<file path="src/rtl/uart_cmd_pkg.sv">
// ============================================================================
// uart_cmd_pkg : opcodes, command/state encodings and frame-list helpers
// Rev 1.0
// ============================================================================
`default_nettype none

package uart_cmd_pkg;

  localparam logic [7:0] CMD_WR      = 8'hAA;
  localparam logic [7:0] CMD_RD      = 8'hBB;
  localparam logic [7:0] CMD_ALU_OP  = 8'hCC;
  localparam logic [7:0] CMD_ALU_NOP = 8'hDD;

  localparam logic PAR_EVEN = 1'b0;
  localparam logic PAR_ODD  = 1'b1;

  typedef enum logic [1:0] {
    TYPE_WR      = 2'b00,
    TYPE_RD      = 2'b01,
    TYPE_ALU_OP  = 2'b10,
    TYPE_ALU_NOP = 2'b11
  } cmd_type_e;

  typedef enum logic [2:0] {
    ST_IDLE   = 3'd0,
    ST_GAP    = 3'd1,
    ST_START  = 3'd2,
    ST_DATA   = 3'd3,
    ST_PARITY = 3'd4,
    ST_STOP   = 3'd5
  } frame_state_e;

  function automatic logic [7:0] cmd_opcode(input cmd_type_e t);
    logic [7:0] op;
    op = CMD_WR;
    case (t)
      TYPE_WR:      op = CMD_WR;
      TYPE_RD:      op = CMD_RD;
      TYPE_ALU_OP:  op = CMD_ALU_OP;
      TYPE_ALU_NOP: op = CMD_ALU_NOP;
      default:      op = CMD_WR;
    endcase
    return op;
  endfunction

  // Index of the final frame: frame count minus one (counts are 2..4).
  function automatic logic [1:0] cmd_last_idx(input cmd_type_e t);
    logic [1:0] idx;
    idx = 2'd1;
    case (t)
      TYPE_WR:      idx = 2'd2;
      TYPE_RD:      idx = 2'd1;
      TYPE_ALU_OP:  idx = 2'd3;
      TYPE_ALU_NOP: idx = 2'd1;
      default:      idx = 2'd1;
    endcase
    return idx;
  endfunction

endpackage

`default_nettype wire

</file>
<file path="src/rtl/uart_cmd_tx_if.sv">
// ============================================================================
// uart_cmd_tx_if : command request handshake between host master and uart_cmd_tx
// Rev 1.0
// ============================================================================
`default_nettype none

interface uart_cmd_tx_if
  import uart_cmd_pkg::*;
#(
  parameter int DATA_WIDTH = 8
);
  logic                  cmd_valid;
  logic                  cmd_ready;
  cmd_type_e             cmd_type;
  logic [DATA_WIDTH-1:0] cmd_arg0;
  logic [DATA_WIDTH-1:0] cmd_arg1;
  logic [DATA_WIDTH-1:0] cmd_arg2;
  logic                  par_en;
  logic                  par_typ;

  modport master (
    output cmd_valid, cmd_type, cmd_arg0, cmd_arg1, cmd_arg2, par_en, par_typ,
    input  cmd_ready
  );

  modport slave (
    input  cmd_valid, cmd_type, cmd_arg0, cmd_arg1, cmd_arg2, par_en, par_typ,
    output cmd_ready
  );
endinterface

`default_nettype wire

</file>
<file path="src/rtl/uart_frame_tx.sv">
// ============================================================================
// uart_frame_tx : single-frame serializer GAP/START/DATA/PARITY/STOP
// Rev 1.0
// ============================================================================
`default_nettype none

module uart_frame_tx
  import uart_cmd_pkg::*;
#(
  parameter int DATA_WIDTH = 8,
  parameter int PRESCALE   = 32
) (
  input  logic                  clk,
  input  logic                  rst,
  input  logic                  frame_valid,
  input  logic [DATA_WIDTH-1:0] frame_data,
  input  logic                  par_en,
  input  logic                  par_typ,
  output logic                  frame_done,
  output logic                  tx
);

  localparam int CNT_W = $clog2(PRESCALE);
  localparam int BIT_W = $clog2(DATA_WIDTH);
  localparam logic [CNT_W-1:0] c_cnt_last = CNT_W'(PRESCALE - 1);
  localparam logic [BIT_W-1:0] c_bit_last = BIT_W'(DATA_WIDTH - 1);

  frame_state_e          r_state;
  logic [CNT_W-1:0]      r_cnt;
  logic [BIT_W-1:0]      r_bit;
  logic [DATA_WIDTH-1:0] r_shift;
  logic                  r_par;
  logic                  r_par_en;
  logic                  r_tx;

  logic w_cnt_last;
  logic w_load;

  assign w_cnt_last = (r_cnt == c_cnt_last);
  // Final cycle of STOP: a queued frame loads here so its GAP follows seamlessly.
  assign frame_done = (r_state == ST_STOP) && w_cnt_last;
  assign w_load     = frame_valid && ((r_state == ST_IDLE) || frame_done);
  assign tx         = r_tx;

  always_ff @(posedge clk) begin
    if (rst) begin
      r_state  <= ST_IDLE;
      r_cnt    <= '0;
      r_bit    <= '0;
      r_shift  <= '0;
      r_par    <= 1'b0;
      r_par_en <= 1'b0;
      r_tx     <= 1'b1;
    end else if (w_load) begin
      r_state  <= ST_GAP;
      r_cnt    <= '0;
      r_bit    <= '0;
      r_shift  <= frame_data;
      r_par    <= par_typ ? ~^frame_data : ^frame_data;
      r_par_en <= par_en;
      r_tx     <= 1'b1;
    end else if (r_state != ST_IDLE) begin
      if (!w_cnt_last) begin
        r_cnt <= r_cnt + CNT_W'(1);
      end else begin
        r_cnt <= '0;
        case (r_state)
          ST_GAP: begin
            r_state <= ST_START;
            r_tx    <= 1'b0;
          end
          ST_START: begin
            r_state <= ST_DATA;
            r_bit   <= '0;
            r_tx    <= r_shift[0];
          end
          ST_DATA: begin
            if (r_bit == c_bit_last) begin
              if (r_par_en) begin
                r_state <= ST_PARITY;
                r_tx    <= r_par;
              end else begin
                r_state <= ST_STOP;
                r_tx    <= 1'b1;
              end
            end else begin
              r_bit   <= r_bit + BIT_W'(1);
              r_shift <= r_shift >> 1;
              r_tx    <= r_shift[1];
            end
          end
          ST_PARITY: begin
            r_state <= ST_STOP;
            r_tx    <= 1'b1;
          end
          default: begin
            r_state <= ST_IDLE;
            r_tx    <= 1'b1;
          end
        endcase
      end
    end
  end

endmodule

`default_nettype wire

</file>
<file path="src/rtl/uart_cmd_tx.sv">
// ============================================================================
// uart_cmd_tx : latches one command and sequences its opcode/argument frames
// Rev 1.0
// ============================================================================
`default_nettype none

module uart_cmd_tx
  import uart_cmd_pkg::*;
#(
  parameter int DATA_WIDTH = 8,
  parameter int PRESCALE   = 32
) (
  input  logic          uart_clk,
  input  logic          rst,
  uart_cmd_tx_if.slave  cmd,
  output logic          tx_out,
  output logic          busy,
  output logic          cmd_done
);

  logic                  r_ready;
  logic                  r_busy;
  logic                  r_done;
  logic [1:0]            r_idx;
  logic [1:0]            r_last;
  cmd_type_e             r_type;
  logic [DATA_WIDTH-1:0] r_arg0;
  logic [DATA_WIDTH-1:0] r_arg1;
  logic [DATA_WIDTH-1:0] r_arg2;
  logic                  r_par_en;
  logic                  r_par_typ;

  logic                  w_frame_done;
  logic                  w_cmd_end;
  logic                  w_next;
  logic                  w_accept;
  logic                  w_frame_valid;
  logic [1:0]            w_next_idx;
  logic [DATA_WIDTH-1:0] w_seq_byte;
  logic [DATA_WIDTH-1:0] w_frame_data;
  logic                  w_frame_par_en;
  logic                  w_frame_par_typ;

  assign w_cmd_end  = r_busy && w_frame_done && (r_idx == r_last);
  assign w_next     = r_busy && w_frame_done && (r_idx != r_last);
  // Ready also covers the final stop cycle so a waiting command starts on the done edge.
  assign cmd.cmd_ready = r_ready || w_cmd_end;
  assign w_accept      = cmd.cmd_valid && cmd.cmd_ready;
  assign w_frame_valid = w_accept || w_next;
  assign w_next_idx    = r_idx + 2'd1;

  always_comb begin
    w_seq_byte = r_arg0;
    case (r_type)
      TYPE_WR:      w_seq_byte = (w_next_idx == 2'd1) ? r_arg0 : r_arg1;
      TYPE_RD:      w_seq_byte = r_arg0;
      TYPE_ALU_OP: begin
        if (w_next_idx == 2'd1)      w_seq_byte = r_arg0;
        else if (w_next_idx == 2'd2) w_seq_byte = r_arg1;
        else                         w_seq_byte = r_arg2;
      end
      TYPE_ALU_NOP: w_seq_byte = r_arg2;
      default:      w_seq_byte = r_arg0;
    endcase
  end

  assign w_frame_data    = w_accept ? DATA_WIDTH'(cmd_opcode(cmd.cmd_type)) : w_seq_byte;
  assign w_frame_par_en  = w_accept ? cmd.par_en  : r_par_en;
  assign w_frame_par_typ = w_accept ? cmd.par_typ : r_par_typ;

  always_ff @(posedge uart_clk) begin
    if (rst) begin
      r_ready   <= 1'b1;
      r_busy    <= 1'b0;
      r_done    <= 1'b0;
      r_idx     <= 2'd0;
      r_last    <= 2'd0;
      r_type    <= TYPE_WR;
      r_arg0    <= '0;
      r_arg1    <= '0;
      r_arg2    <= '0;
      r_par_en  <= 1'b0;
      r_par_typ <= 1'b0;
    end else begin
      r_done <= w_cmd_end;
      if (w_accept) begin
        r_ready   <= 1'b0;
        r_busy    <= 1'b1;
        r_idx     <= 2'd0;
        r_last    <= cmd_last_idx(cmd.cmd_type);
        r_type    <= cmd.cmd_type;
        r_arg0    <= cmd.cmd_arg0;
        r_arg1    <= cmd.cmd_arg1;
        r_arg2    <= cmd.cmd_arg2;
        r_par_en  <= cmd.par_en;
        r_par_typ <= cmd.par_typ;
      end else if (w_cmd_end) begin
        r_ready <= 1'b1;
        r_busy  <= 1'b0;
      end else if (w_next) begin
        r_idx <= w_next_idx;
      end
    end
  end

  uart_frame_tx #(
    .DATA_WIDTH (DATA_WIDTH),
    .PRESCALE   (PRESCALE)
  ) u_frame_tx (
    .clk         (uart_clk),
    .rst         (rst),
    .frame_valid (w_frame_valid),
    .frame_data  (w_frame_data),
    .par_en      (w_frame_par_en),
    .par_typ     (w_frame_par_typ),
    .frame_done  (w_frame_done),
    .tx          (tx_out)
  );

  assign busy     = r_busy;
  assign cmd_done = r_done;

endmodule

`default_nettype wire

</file>
<file path="src/flat_wrapper.sv">
// flat-port wrapper written by rule: the top's interface ports become plain ports
module uart_cmd_tx_flat import uart_cmd_pkg::*;
#(
  parameter int DATA_WIDTH = 8,
  parameter int PRESCALE   = 32
)
  (uart_clk, rst, tx_out, busy, cmd_done, cmd_cmd_valid, cmd_cmd_type, cmd_cmd_arg0, cmd_cmd_arg1, cmd_cmd_arg2, cmd_par_en, cmd_par_typ, cmd_cmd_ready);
  uart_cmd_tx_if #(.DATA_WIDTH(DATA_WIDTH)) cmd_i ();
  input  logic uart_clk;
  input  logic rst;
  output logic tx_out;
  output logic busy;
  output logic cmd_done;
  input wire logic [$bits(cmd_i.cmd_valid)-1:0] cmd_cmd_valid;
  input wire logic [$bits(cmd_i.cmd_type)-1:0] cmd_cmd_type;
  input wire logic [$bits(cmd_i.cmd_arg0)-1:0] cmd_cmd_arg0;
  input wire logic [$bits(cmd_i.cmd_arg1)-1:0] cmd_cmd_arg1;
  input wire logic [$bits(cmd_i.cmd_arg2)-1:0] cmd_cmd_arg2;
  input wire logic [$bits(cmd_i.par_en)-1:0] cmd_par_en;
  input wire logic [$bits(cmd_i.par_typ)-1:0] cmd_par_typ;
  output wire logic [$bits(cmd_i.cmd_ready)-1:0] cmd_cmd_ready;
  assign cmd_i.cmd_valid = cmd_cmd_valid;
  assign cmd_i.cmd_type = cmd_cmd_type;
  assign cmd_i.cmd_arg0 = cmd_cmd_arg0;
  assign cmd_i.cmd_arg1 = cmd_cmd_arg1;
  assign cmd_i.cmd_arg2 = cmd_cmd_arg2;
  assign cmd_i.par_en = cmd_par_en;
  assign cmd_i.par_typ = cmd_par_typ;
  assign cmd_cmd_ready = cmd_i.cmd_ready;
  uart_cmd_tx #(.DATA_WIDTH(DATA_WIDTH), .PRESCALE(PRESCALE)) u_core (.uart_clk(uart_clk), .rst(rst), .cmd(cmd_i), .tx_out(tx_out), .busy(busy), .cmd_done(cmd_done));
endmodule
</file>
<file path="config.mk">
export PLATFORM = sky130hd
export DESIGN_NAME = uart_cmd_tx_flat
export DESIGN_NICKNAME = d
export VERILOG_FILES = /design/src/rtl/uart_cmd_pkg.sv /design/src/rtl/uart_cmd_tx_if.sv /design/src/rtl/uart_frame_tx.sv /design/src/rtl/uart_cmd_tx.sv /design/src/flat_wrapper.sv
export SDC_FILE = /design/constraint.sdc
export NUM_CORES = 1
export LEC_CHECK = 0
export BUFFER_PORTS_ARGS = -buffer_cell sky130_fd_sc_hd__buf_2
export CORE_MARGIN = 3
export CORE_UTILIZATION = 45
export DETAILED_ROUTE_END_ITERATION = 16
export SLEW_MARGIN = 0
export SYNTH_ARGS = -nofsm -noshare
export SYNTH_HDL_FRONTEND = slang
export SYNTH_SLANG_ARGS = --single-unit
</file>
<file path="constraint.sdc">
create_clock -name uart_clk -period 5.55 [get_ports uart_clk]
set_input_delay 0.2775 -clock uart_clk [delete_from_list [all_inputs] [get_ports uart_clk]]
set_output_delay 0.2775 -clock uart_clk [all_outputs]
set_load 0.02 [all_outputs]
</file>
==> results_dict.tcl <==
set metrics [dict create \
    antennaDiodeCount 0 \
    cts.sink_count 57 \
    syn_nets 402 \
    synth_common_cells "nand2_1, dfxtp_1, a21oi_1" \
    yosysWarningCount 0 \
    grt_overflow 0 \
    routed_wirelength_um 6450 \
    cts-resized-gates 0 \
    post-synth-top-count-cell "nand2_1" \
    synth_cell_type_count 60 \
    hold_class "input pin to flip-flop" \
    coreArea_um2 6130 \
    antenna_found_initial 0 \
    start_util_pct 48.3 \
    synth_ff_type "dfxtp_1" \
    slew-limit-headroom_pct 41.2 \
    arrival_ns 3.69 \
    path_class "flip-flop to flip-flop" \
    synth_top_area_cell "dfxtp_1" \
    drt_iter0_markers 134 \
    tritoncts "built" \
    grt_pass1_wl_um 11100 \
    cp-start-kind "flip-flop" \
    h-tree-depth 3 \
    nNetsFinal 423 \
    synthTopCellsByArea "dfxtp_1, nand2_1, a21oi_1" \
    yosys.area.top_type_share_pct 38.6 \
    grt_pass1_vias 2273 \
    pwr-share-clk_pct 38.7 \
    max_cap_viol_count 0 \
    clk_pin_slew_ns 0.07 \
    yosysSeqAreaShare_pct 38.6 \
    crit_path_end_kind "flip-flop" \
    die-area_um2 7580 \
    fin_tns_setup_ns 0 \
    critical-path-max-stage-delay_ns 0.63 \
    crit_slowest_cell "nor2b_2" \
    syn_to_final_growth_pct 10.7 \
    cts_setup_buffers 0 \
    wl_per_cell_um 13.9 \
    power_frac_seq_pct 48.1 \
    clock_latency_ns 0.33 \
    vias_per_cell 5.49 \
    dp_hpwl_um 4480 \
    syn_area_um2 2960 \
    p_int_mw 0.691 \
    vias 2555 \
    cp_top_family "simple AND/OR/NAND/NOR gates" \
    switching_share_pct 26.1 \
    finalCriticalPeriod_ns 3.51 \
    rsz0062_at_grt "no" \
    synth_async_sr_flop_share_pct 0 \
    ctsHoldBuffers 0 \
    crit_required_ns 5.73 \
    power.leakage_nw 1.30 \
    grt_usage_pct 18.6 \
    grt_max_degree 48 \
    crit_buf_inv 1 \
    period_share_pct 63.3 \
    drtAntennaViolNets 0 \
    combPwrFrac_pct 13.2 \
    worst_pin_slew_ns 0.875 \
    cts-root-buf "clkbuf_8" \
    rows 28 \
    drc 0 \
    finalHoldViolations 0 \
    drive_gt1_share_pct 17.9 \
    cts_inserted_buffers 9 \
    hold_slack_ns 0.169 \
    dr.pass1.iters 4 \
    die_width_um 87.1 \
    synth-seq-cells 57 \
    gp_congestion 0.748 \
    power_density_nw_per_um2 286 \
    status "completed" \
    die_h_um 87.1 \
    clock.fmax_ghz 0.285 \
    ios 35 \
    ir_drop_mv 0.209 \
    synth_edf_count 0 \
    setup_viol 0 \
    crit_path_max_fanout 20 \
    syn_avg_cell_area_um2 8.11 \
    finalMaxSlewViolations 0 \
    cts_buffer_depth 2 \
    p_sw_mw 0.245 \
    io_buffers 34 \
    netlist_instances 365 \
    crit_path_cell_trace "ha_1 -> and3_1 -> ha_1 -> nand3_2 -> nor3b_2 -> a21oi_1 -> nor2b_2 -> buf_4 -> or3_1 -> a21oi_1 -> a221oi_1 -> nor2_1" \
    skew_ns 0.00935 \
]
[sequential cells by signal (all words and copies together) (netlist names)]
signal,cells
u_core.busy,1
u_core.cmd_done,1
u_core.r_arg0,8
u_core.r_arg1,8
u_core.r_arg2,8
u_core.r_idx,2
u_core.r_last,2
u_core.r_par_en,1
u_core.r_par_typ,1
u_core.r_ready,1
u_core.r_type,2
u_core.u_frame_tx.r_bit,3
u_core.u_frame_tx.r_cnt,5
u_core.u_frame_tx.r_par,1
u_core.u_frame_tx.r_par_en,1
u_core.u_frame_tx.r_shift,8
u_core.u_frame_tx.r_state,3
u_core.u_frame_tx.tx,1
[layout by cell type, fill, tap and decap left out, drive strengths merged, types with 4 or more instances in the layout]
| cell type | Yosys | routed |
|---|---|---|
| nand2 | 73 | 73 |
| dfxtp | 57 | 57 |
| a21oi | 55 | 55 |
| buf | 15 | 36 |
| nor2 | 30 | 30 |
| o21ai | 15 | 15 |
| clkbuf | 11 | 11 |
| mux2i | 10 | 10 |
| nor3 | 8 | 8 |
| nand2b | 7 | 7 |
| a22oi | 7 | 7 |
| ha | 6 | 6 |
| nand3 | 6 | 6 |
| nor3b | 6 | 6 |
| mux2 | 5 | 5 |
| inv | 4 | 4 |
| nor2b | 4 | 4 |
[worst register-to-register path, cell delays in order, from the launching register on]
cell	delay [ns]
dfxtp_1	0.39
ha_1	0.20
and3_1	0.16
ha_1	0.44
nand3_2	0.19
nor3b_2	0.30
a21oi_1	0.17
nor2b_2	0.63
buf_4	0.36
or3_1	0.15
a21oi_1	0.06
a221oi_1	0.22
nor2_1	0.07
[metal layers]
layer	part of all wire, %	global-route usage [%]
met4	1.6	7.53
met2	45	27.7
met1	50	26.4
met3	3.3	3.50
met5	0	0
[logic make-up (layout without fill, tap and decap cells)]
| group | count (synthesis) | after routing | share of synthesized area [%] |
|---|---|---|---|
| simple gates | 148 | 148 | 23.6 |
| flops | 57 | 57 | 38.6 |
| compound gates | 101 | 101 | 21.1 |
| xor+xnor | 8 | 8 | 3.30 |
| fa+ha+maj | 6 | 6 | 2.54 |
| buf+inv | 30 | 55 | 5.33 |
| mux | 15 | 15 | 5.54 |
[path summary, 6_finish.rpt]
| kind | from | endpoint | slack (ns) | cells past startpoint |
|---|---|---|---|---|
| min | cmd_cmd_valid | u_core.r_ready | 0.17 | 2 |
| max | u_core.u_frame_tx.r_cnt[0] | u_core.u_frame_tx.r_shift[2] | 2.04 | 12 |
| min reg2reg | u_core.u_frame_tx.r_shift[6] | u_core.u_frame_tx.r_shift[6] | 0.46 | 2 |
| max reg2reg | u_core.u_frame_tx.r_cnt[0] | u_core.u_frame_tx.r_shift[2] | 2.04 | 12 |
[final cells by class]
class,instances,area (um^2)
Fill cell,611,2860
Multi-Input combinational cell,278,1660
Sequential cell,57,1140
Clock buffer,11,131
Inverter,4,15.0
Tap cell,75,93.8
Clock inverter,4,45.0
Timing Repair Buffer,36,185
[through the flow]
stage          setup WS (ns)  utilization (%)  instances  total power, mW  instance area, um^2
3_5_place_dp            2.04             50.5        450            0.583                 3100
3_3_place_gp            2.19             50.5        450            0.582                 3100
6_report                2.04             53.4        465            0.936                 3270
4_1_cts                 2.02             53.4        465            0.946                 3270
5_1_grt                 1.61             53.4        465            0.982                 3270
2_1_floorplan           3.15                -        365            0.552                 2960
[power groups by stage]
stage / clock network (mW) / registers (mW) / logic [mW]
finish: 0.362 / 0.450 / 0.124
CTS: 0.371 / 0.450 / 0.125
detailed placement: 0 / 0.459 / 0.124
global placement: 0 / 0.459 / 0.124
global route: 0.389 / 0.453 / 0.139
floorplan: 0 / 0.449 / 0.103
(Power assumes the default switching activity.)
